File: config.mk
export PLATFORM = sky130hd
export DESIGN_NAME = coin_return_scheduler
export DESIGN_NICKNAME = d
export VERILOG_FILES = /design/src/rtl/vend_pkg.sv /design/src/rtl/rr_arb2.sv /design/src/rtl/coin_return_scheduler.sv
export SDC_FILE = /design/constraint.sdc
export NUM_CORES = 1
export LEC_CHECK = 0
export ABC_AREA = 0
export BUFFER_PORTS_ARGS = -buffer_cell sky130_fd_sc_hd__buf_2
export CAP_MARGIN = 20
export CORE_ASPECT_RATIO = 1.75
export CORE_MARGIN = 5
export CORE_UTILIZATION = 25
export CTS_CLUSTER_SIZE = 24
export DETAILED_ROUTE_END_ITERATION = 10
export GPL_ROUTABILITY_DRIVEN = 0
export PLACE_DENSITY = 0.44
export SLEW_MARGIN = 20
export SYNTH_ARGS = -nofsm -noshare
export SYNTH_HDL_FRONTEND = slang
export SYNTH_SLANG_ARGS = --single-unit
File: constraint.sdc
create_clock -name clk -period 2.57 [get_ports clk]
set_input_delay 0.6425 -clock clk [delete_from_list [all_inputs] [get_ports clk]]
set_output_delay 0.6425 -clock clk [all_outputs]
set_load 0.05 [all_outputs]
File: src/rtl/vend_pkg.sv
// Shared vending definitions for the coin return path.
//   state_t         : scheduler FSM states
//   coin_job_t      : one requester's {valid, amount} pair
//   COIN_UNIT       : value of one hopper coin in dollars
//   ACK_TIMEOUT_DEF : default cycles to wait for a hopper ack
package vend_pkg;

  localparam int COIN_UNIT       = 10;
  localparam int ACK_TIMEOUT_DEF = 16;

  typedef enum logic [1:0] {
    S_IDLE = 2'd0,
    S_REQ  = 2'd1,
    S_GAP  = 2'd2,
    S_JAM  = 2'd3
  } state_t;

  typedef struct packed {
    logic       valid;
    logic [3:0] amount;
  } coin_job_t;

endpackage

File: src/rtl/rr_arb2.sv
// Two-requester round-robin grant.
//   clk, rst_n : clock, async active-low reset (already synchronised)
//   req[1:0]   : bit 0 = change, bit 1 = refund
//   advance    : a grant was consumed this cycle; update the priority
//   gnt[1:0]   : one-hot combinational grant
module rr_arb2 (
  input  logic       clk,
  input  logic       rst_n,
  input  logic [1:0] req,
  input  logic       advance,
  output logic [1:0] gnt
);

  // 1: refund wins a tie (change was granted last); reset favours change.
  logic prio_rfd;

  always_comb begin
    gnt = req;
    if (req == 2'b11) gnt = prio_rfd ? 2'b10 : 2'b01;
  end

  always_ff @(posedge clk or negedge rst_n) begin
    if (!rst_n)       prio_rfd <= 1'b0;
    else if (advance) prio_rfd <= gnt[0];
  end

endmodule

File: src/rtl/coin_return_scheduler.sv
// Coin return scheduler: accepts change/refund jobs from two requesters,
// ejects one $10 coin per hopper handshake, and flags a sticky jam when
// the hopper fails to ack within ACK_TIMEOUT cycles.
//   clk, reset                     : clock, async active-low reset
//   chg_valid/amount/ready         : change request handshake
//   rfd_valid/amount/ready         : refund request handshake
//   coin_req / coin_ack            : hopper eject request / one-cycle ack
//   change_return                  : one-cycle pulse per coin returned
//   pending                        : coins still owed on the current job
//   busy / done / jam              : job active / job-complete pulse / fault
module coin_return_scheduler
  import vend_pkg::*;
#(
  parameter int ACK_TIMEOUT = ACK_TIMEOUT_DEF
) (
  input  logic       clk,
  input  logic       reset,
  input  logic       chg_valid,
  input  logic [3:0] chg_amount,
  output logic       chg_ready,
  input  logic       rfd_valid,
  input  logic [3:0] rfd_amount,
  output logic       rfd_ready,
  output logic       coin_req,
  input  logic       coin_ack,
  output logic       change_return,
  output logic [3:0] pending,
  output logic       busy,
  output logic       done,
  output logic       jam
);

  localparam logic [7:0] WAIT_LAST = 8'(ACK_TIMEOUT - 1);

  // Assert asynchronously, release two edges later.
  logic [1:0] rst_sync;
  logic       rst_n;

  always_ff @(posedge clk or negedge reset) begin
    if (!reset) rst_sync <= 2'b00;
    else        rst_sync <= {rst_sync[0], 1'b1};
  end
  assign rst_n = rst_sync[1];

  state_t     state_q, state_d;
  logic [3:0] pend_q, pend_d;
  logic [7:0] cnt_q, cnt_d;
  logic       coin_req_q, coin_req_d;
  logic       ret_q, ret_d;
  logic       busy_q, busy_d;
  logic       done_q, done_d;
  logic       jam_q, jam_d;

  coin_job_t  chg_job, rfd_job;
  logic [1:0] gnt;
  logic       open_q;
  logic       accept;
  logic [3:0] sel_amount;

  assign chg_job = '{valid: chg_valid, amount: chg_amount};
  assign rfd_job = '{valid: rfd_valid, amount: rfd_amount};

  rr_arb2 u_arb (
    .clk     (clk),
    .rst_n   (rst_n),
    .req     ({rfd_job.valid, chg_job.valid}),
    .advance (accept),
    .gnt     (gnt)
  );

  // Readies stay low until the synchronised reset has released.
  assign open_q     = rst_n && (state_q == S_IDLE) && !jam_q;
  assign chg_ready  = open_q && gnt[0];
  assign rfd_ready  = open_q && gnt[1];
  assign accept     = chg_ready || rfd_ready;
  assign sel_amount = gnt[1] ? rfd_job.amount : chg_job.amount;

  always_comb begin
    state_d    = state_q;
    pend_d     = pend_q;
    cnt_d      = cnt_q;
    coin_req_d = 1'b0;
    ret_d      = 1'b0;
    busy_d     = busy_q;
    done_d     = 1'b0;
    jam_d      = jam_q;
    case (state_q)
      S_IDLE: begin
        if (accept) begin
          if (sel_amount != 4'd0) begin
            state_d    = S_REQ;
            pend_d     = sel_amount;
            cnt_d      = 8'd0;
            busy_d     = 1'b1;
            coin_req_d = 1'b1;
          end else begin
            done_d = 1'b1;
          end
        end
      end
      S_REQ: begin
        // An ack on the timeout edge still wins over the jam.
        if (coin_ack) begin
          ret_d  = 1'b1;
          pend_d = pend_q - 4'd1;
          if (pend_q == 4'd1) begin
            state_d = S_IDLE;
            busy_d  = 1'b0;
            done_d  = 1'b1;
          end else begin
            state_d = S_GAP;
          end
        end else begin
          cnt_d = cnt_q + 8'd1;
          if (cnt_q == WAIT_LAST) begin
            state_d = S_JAM;
            jam_d   = 1'b1;
            busy_d  = 1'b0;
          end else begin
            coin_req_d = 1'b1;
          end
        end
      end
      S_GAP: begin
        state_d    = S_REQ;
        cnt_d      = 8'd0;
        coin_req_d = 1'b1;
      end
      default: ;  // S_JAM: held until reset
    endcase
  end

  always_ff @(posedge clk or negedge rst_n) begin
    if (!rst_n) begin
      state_q    <= S_IDLE;
      pend_q     <= 4'd0;
      cnt_q      <= 8'd0;
      coin_req_q <= 1'b0;
      ret_q      <= 1'b0;
      busy_q     <= 1'b0;
      done_q     <= 1'b0;
      jam_q      <= 1'b0;
    end else begin
      state_q    <= state_d;
      pend_q     <= pend_d;
      cnt_q      <= cnt_d;
      coin_req_q <= coin_req_d;
      ret_q      <= ret_d;
      busy_q     <= busy_d;
      done_q     <= done_d;
      jam_q      <= jam_d;
    end
  end

  assign coin_req      = coin_req_q;
  assign change_return = ret_q;
  assign pending       = pend_q;
  assign busy          = busy_q;
  assign done          = done_q;
  assign jam           = jam_q;

endmodule

==> metrics.txt <==
main area contributors after synthesis=dfrtp_1, nand2_1, o21ai_0; area delta synth->final=21.1%; RSZ-0062 raised after global routing=no; initial antenna violation count=0; core area=0.00489 mm²; Final #Nets=179; commonest cells in the netlist=dfrtp_1, nand2_1, nor2_1; leak pwr=0.718 nW; CP Max Fanout=3; count leader, synth=dfrtp_1; final setup fails=0; post-synth top area share=44.3%; starting DRC count in detailed routing=10; fin crit period=2280 ps; hold buffers post-CTS=0; fin crit share=88.9%; first-pass GRT wire length=5200 µm; switching power=0.000693 W; type of the worst setup path=reg -> out; R2R Path End=cnt_q[7]$_DFFE_PN0P_; Seq pwr share=34.2%; Netlist cell types=39; Residual DRC=0; die area=0.00654 mm²; yosys warns=0; skew final=2.89 ps; total power=0.00154 W; internal power=0.000844 W; clock-pin slew on the worst setup and hold paths=80 ps; top_reg_cell synth=dfrtp_1; total congestion overflow=0; largest net degree at the start of global routing=21; top-level I/O count=24; post-synth top area cell=dfrtp_1; Skew-Pair Late Insertion Delay=260 ps; Slew headroom=48.5%; Global Route met1 Usage=10.5%; htree depth=1; I/O Buffers=23; DR pass1 iterations=4; GR Util met2=18.8%; routed len/inst=13.6 µm; pwr dens=1020 mW/mm²; Max clock buf depth=2; critical path data arrival time=1640 ps; area of the multi-input gates=646 µm²; Slew @ Worst Pin=764 ps; Reg-to-Reg Start=state_q[0]$_DFFE_PN0P_; switching share of power=45.1%; CP startpoint kind=flip-flop; max cap viols=0; final hold violations=0; post-route ant nets=0; Peak VDD IR=0.000473 V; routing usage on met3=1.62%; Synth Net Count=149; initial core utilization=25.4%; Comb power frac=49.6%; Worst R2R Setup Slack=570 ps; busiest layer in global routing=met2; clock power share=16.2%; outcome=complete, no violations; Diodes inserted=0; CTS tree=yes; Worst EP required=1930 ps; crit path from=state_q[0]$_DFFE_PN0P_; CTS root buffer=clkbuf_8; Design Area, Final=0.00151 mm²; placed wire-length estimate=2330 µm; Via density=4.97; FP Rows=34; Post-Route Utilization=30.8%; Filler Cells Inserted=514; EDFF count, synth=0; TritonCTS Sinks=22; cts repair resizes=0; synthesis-stage register bit count=22; number of global-route vias before repair=1,143; Seq/Total Area, Yosys=44.3%; post-CTS setup buffers=0; Setup crit end kind=primary output; chip width=63.3 µm; CTS buffer count=3; Max Slew Vio Count=0; share of cells above drive strength 1=27.2%; Die Height=103 µm; Post-synth ARST share=100%; TNS Setup=0 ps; Fmax=438 MHz; R2R cell count=5; via count=1,074; Post-Synthesis Cells=133; Hold Crit Class=in -> async; Routed WL=2940 µm; DP Area=0.00145 mm²; total track usage=9.68%; Worst Setup EP=rfd_ready; sequential cell area=551 µm²; average size of a mapped cell=9.34 µm²; post-synthesis cell area=0.00124 mm²
-- registers in the layout, summed over array words and instances (netlist names) --
register and flops:
change_return 1, rst_sync 2, busy 1, coin_req 1, jam 1, pending 4
done 1, cnt_q 8, state_q 2, u_arb.prio_rfd 1
-- kinds of logic (layout without fill, tap and decap cells) --
kind of cell             count (synthesis)  after routing  share of synthesized area, %
buffers and inverters                   11             40                          3.73
adder cells (fa/ha/maj)                  3              3                          3.02
other                                    1              1                         0.302
AND/OR/NAND/NOR                         52             52                          22.2
AO/OA/AOI/OAI                           39             39                          22.2
XOR/XNOR                                 1              1                         0.705
flip-flops                              22             22                          44.3
multiplexers                             4              4                          3.63
-- area by class of cell --
cell class,count,share of cell area (%)
multi-input cells,100,42.9
clock buffers,4,3.66
well taps,54,4.49
repair buffers,29,10.6
flip-flops and latches,22,36.6
inverters,7,1.75
-- power by group through the flow --
stage                     combinational (W)  sequential (W)  clock, W
after floorplan                    0.000405        0.000691         0
after global placement             0.000756        0.000528         0
after detailed placement           0.000768        0.000531         0
after CTS                          0.000771        0.000525  0.000257
after global routing               0.000839        0.000544  0.000271
final                              0.000763        0.000525  0.000249
-- routing by layer --
layer / up-vias / part of all wire (%)
li1: 531 / -
met1: 519 / 40
met2: 22 / 55
met3: 2 / 4.8
met4: 0 / 0.89
met5: - / 0
-- how the worst min path moves through the flow --
stage | depth (start not counted) | startpoint | slack, ps | endpoint
final | 1 | reset | 150 | rst_sync[1]$_DFF_PN0_
after global routing | 1 | reset | 140 | rst_sync[1]$_DFF_PN0_
after CTS | 1 | reset | 140 | rst_sync[1]$_DFF_PN0_
after detailed placement | 1 | rst_sync[1]$_DFF_PN0_ | 260 | cnt_q[3]$_DFFE_PN0P_
after global placement | 1 | rst_sync[1]$_DFF_PN0_ | 250 | cnt_q[3]$_DFFE_PN0P_
after floorplan | 0 | rst_sync[1]$_DFF_PN0_ | 260 | busy$_DFFE_PN0P_
-- cells in the final DEF, fill, tap and decap left out, drive strengths merged, types with 2 or more instances in the layout --
cell / count
a31oi: 8
o22ai: 2
nor2b: 5
nand2b: 2
dfrtp: 22
a21oi: 8
mux2: 4
a21boi: 2
clkbuf: 4
nand3: 5
a2bb2oi: 2
inv: 7
nor4: 2
buf: 29
nor2: 12
o21ai: 10
and3: 5
ha: 3
nand2: 15
a22oi: 2
-- critical path: stages (launching register included) --
cell     delay [ps]
dfrtp_1         410
nor4b_1         450
nor2b_1         230
buf_2           290
-- metrics by stage --
| step | setup slack (ps) | hold slack, ps | cells |
|---|---|---|---|
| 3_3_place_gp | 279 | 252 | 212 |
| 3_5_place_dp | 244 | 263 | 212 |
| 5_1_grt | 132 | 138 | 216 |
| 4_1_cts | 259 | 138 | 216 |
| 2_1_floorplan | 31.3 | 259 | 133 |
| 6_report | 285 | 147 | 216 |
Power figures use the tool's default switching activity.
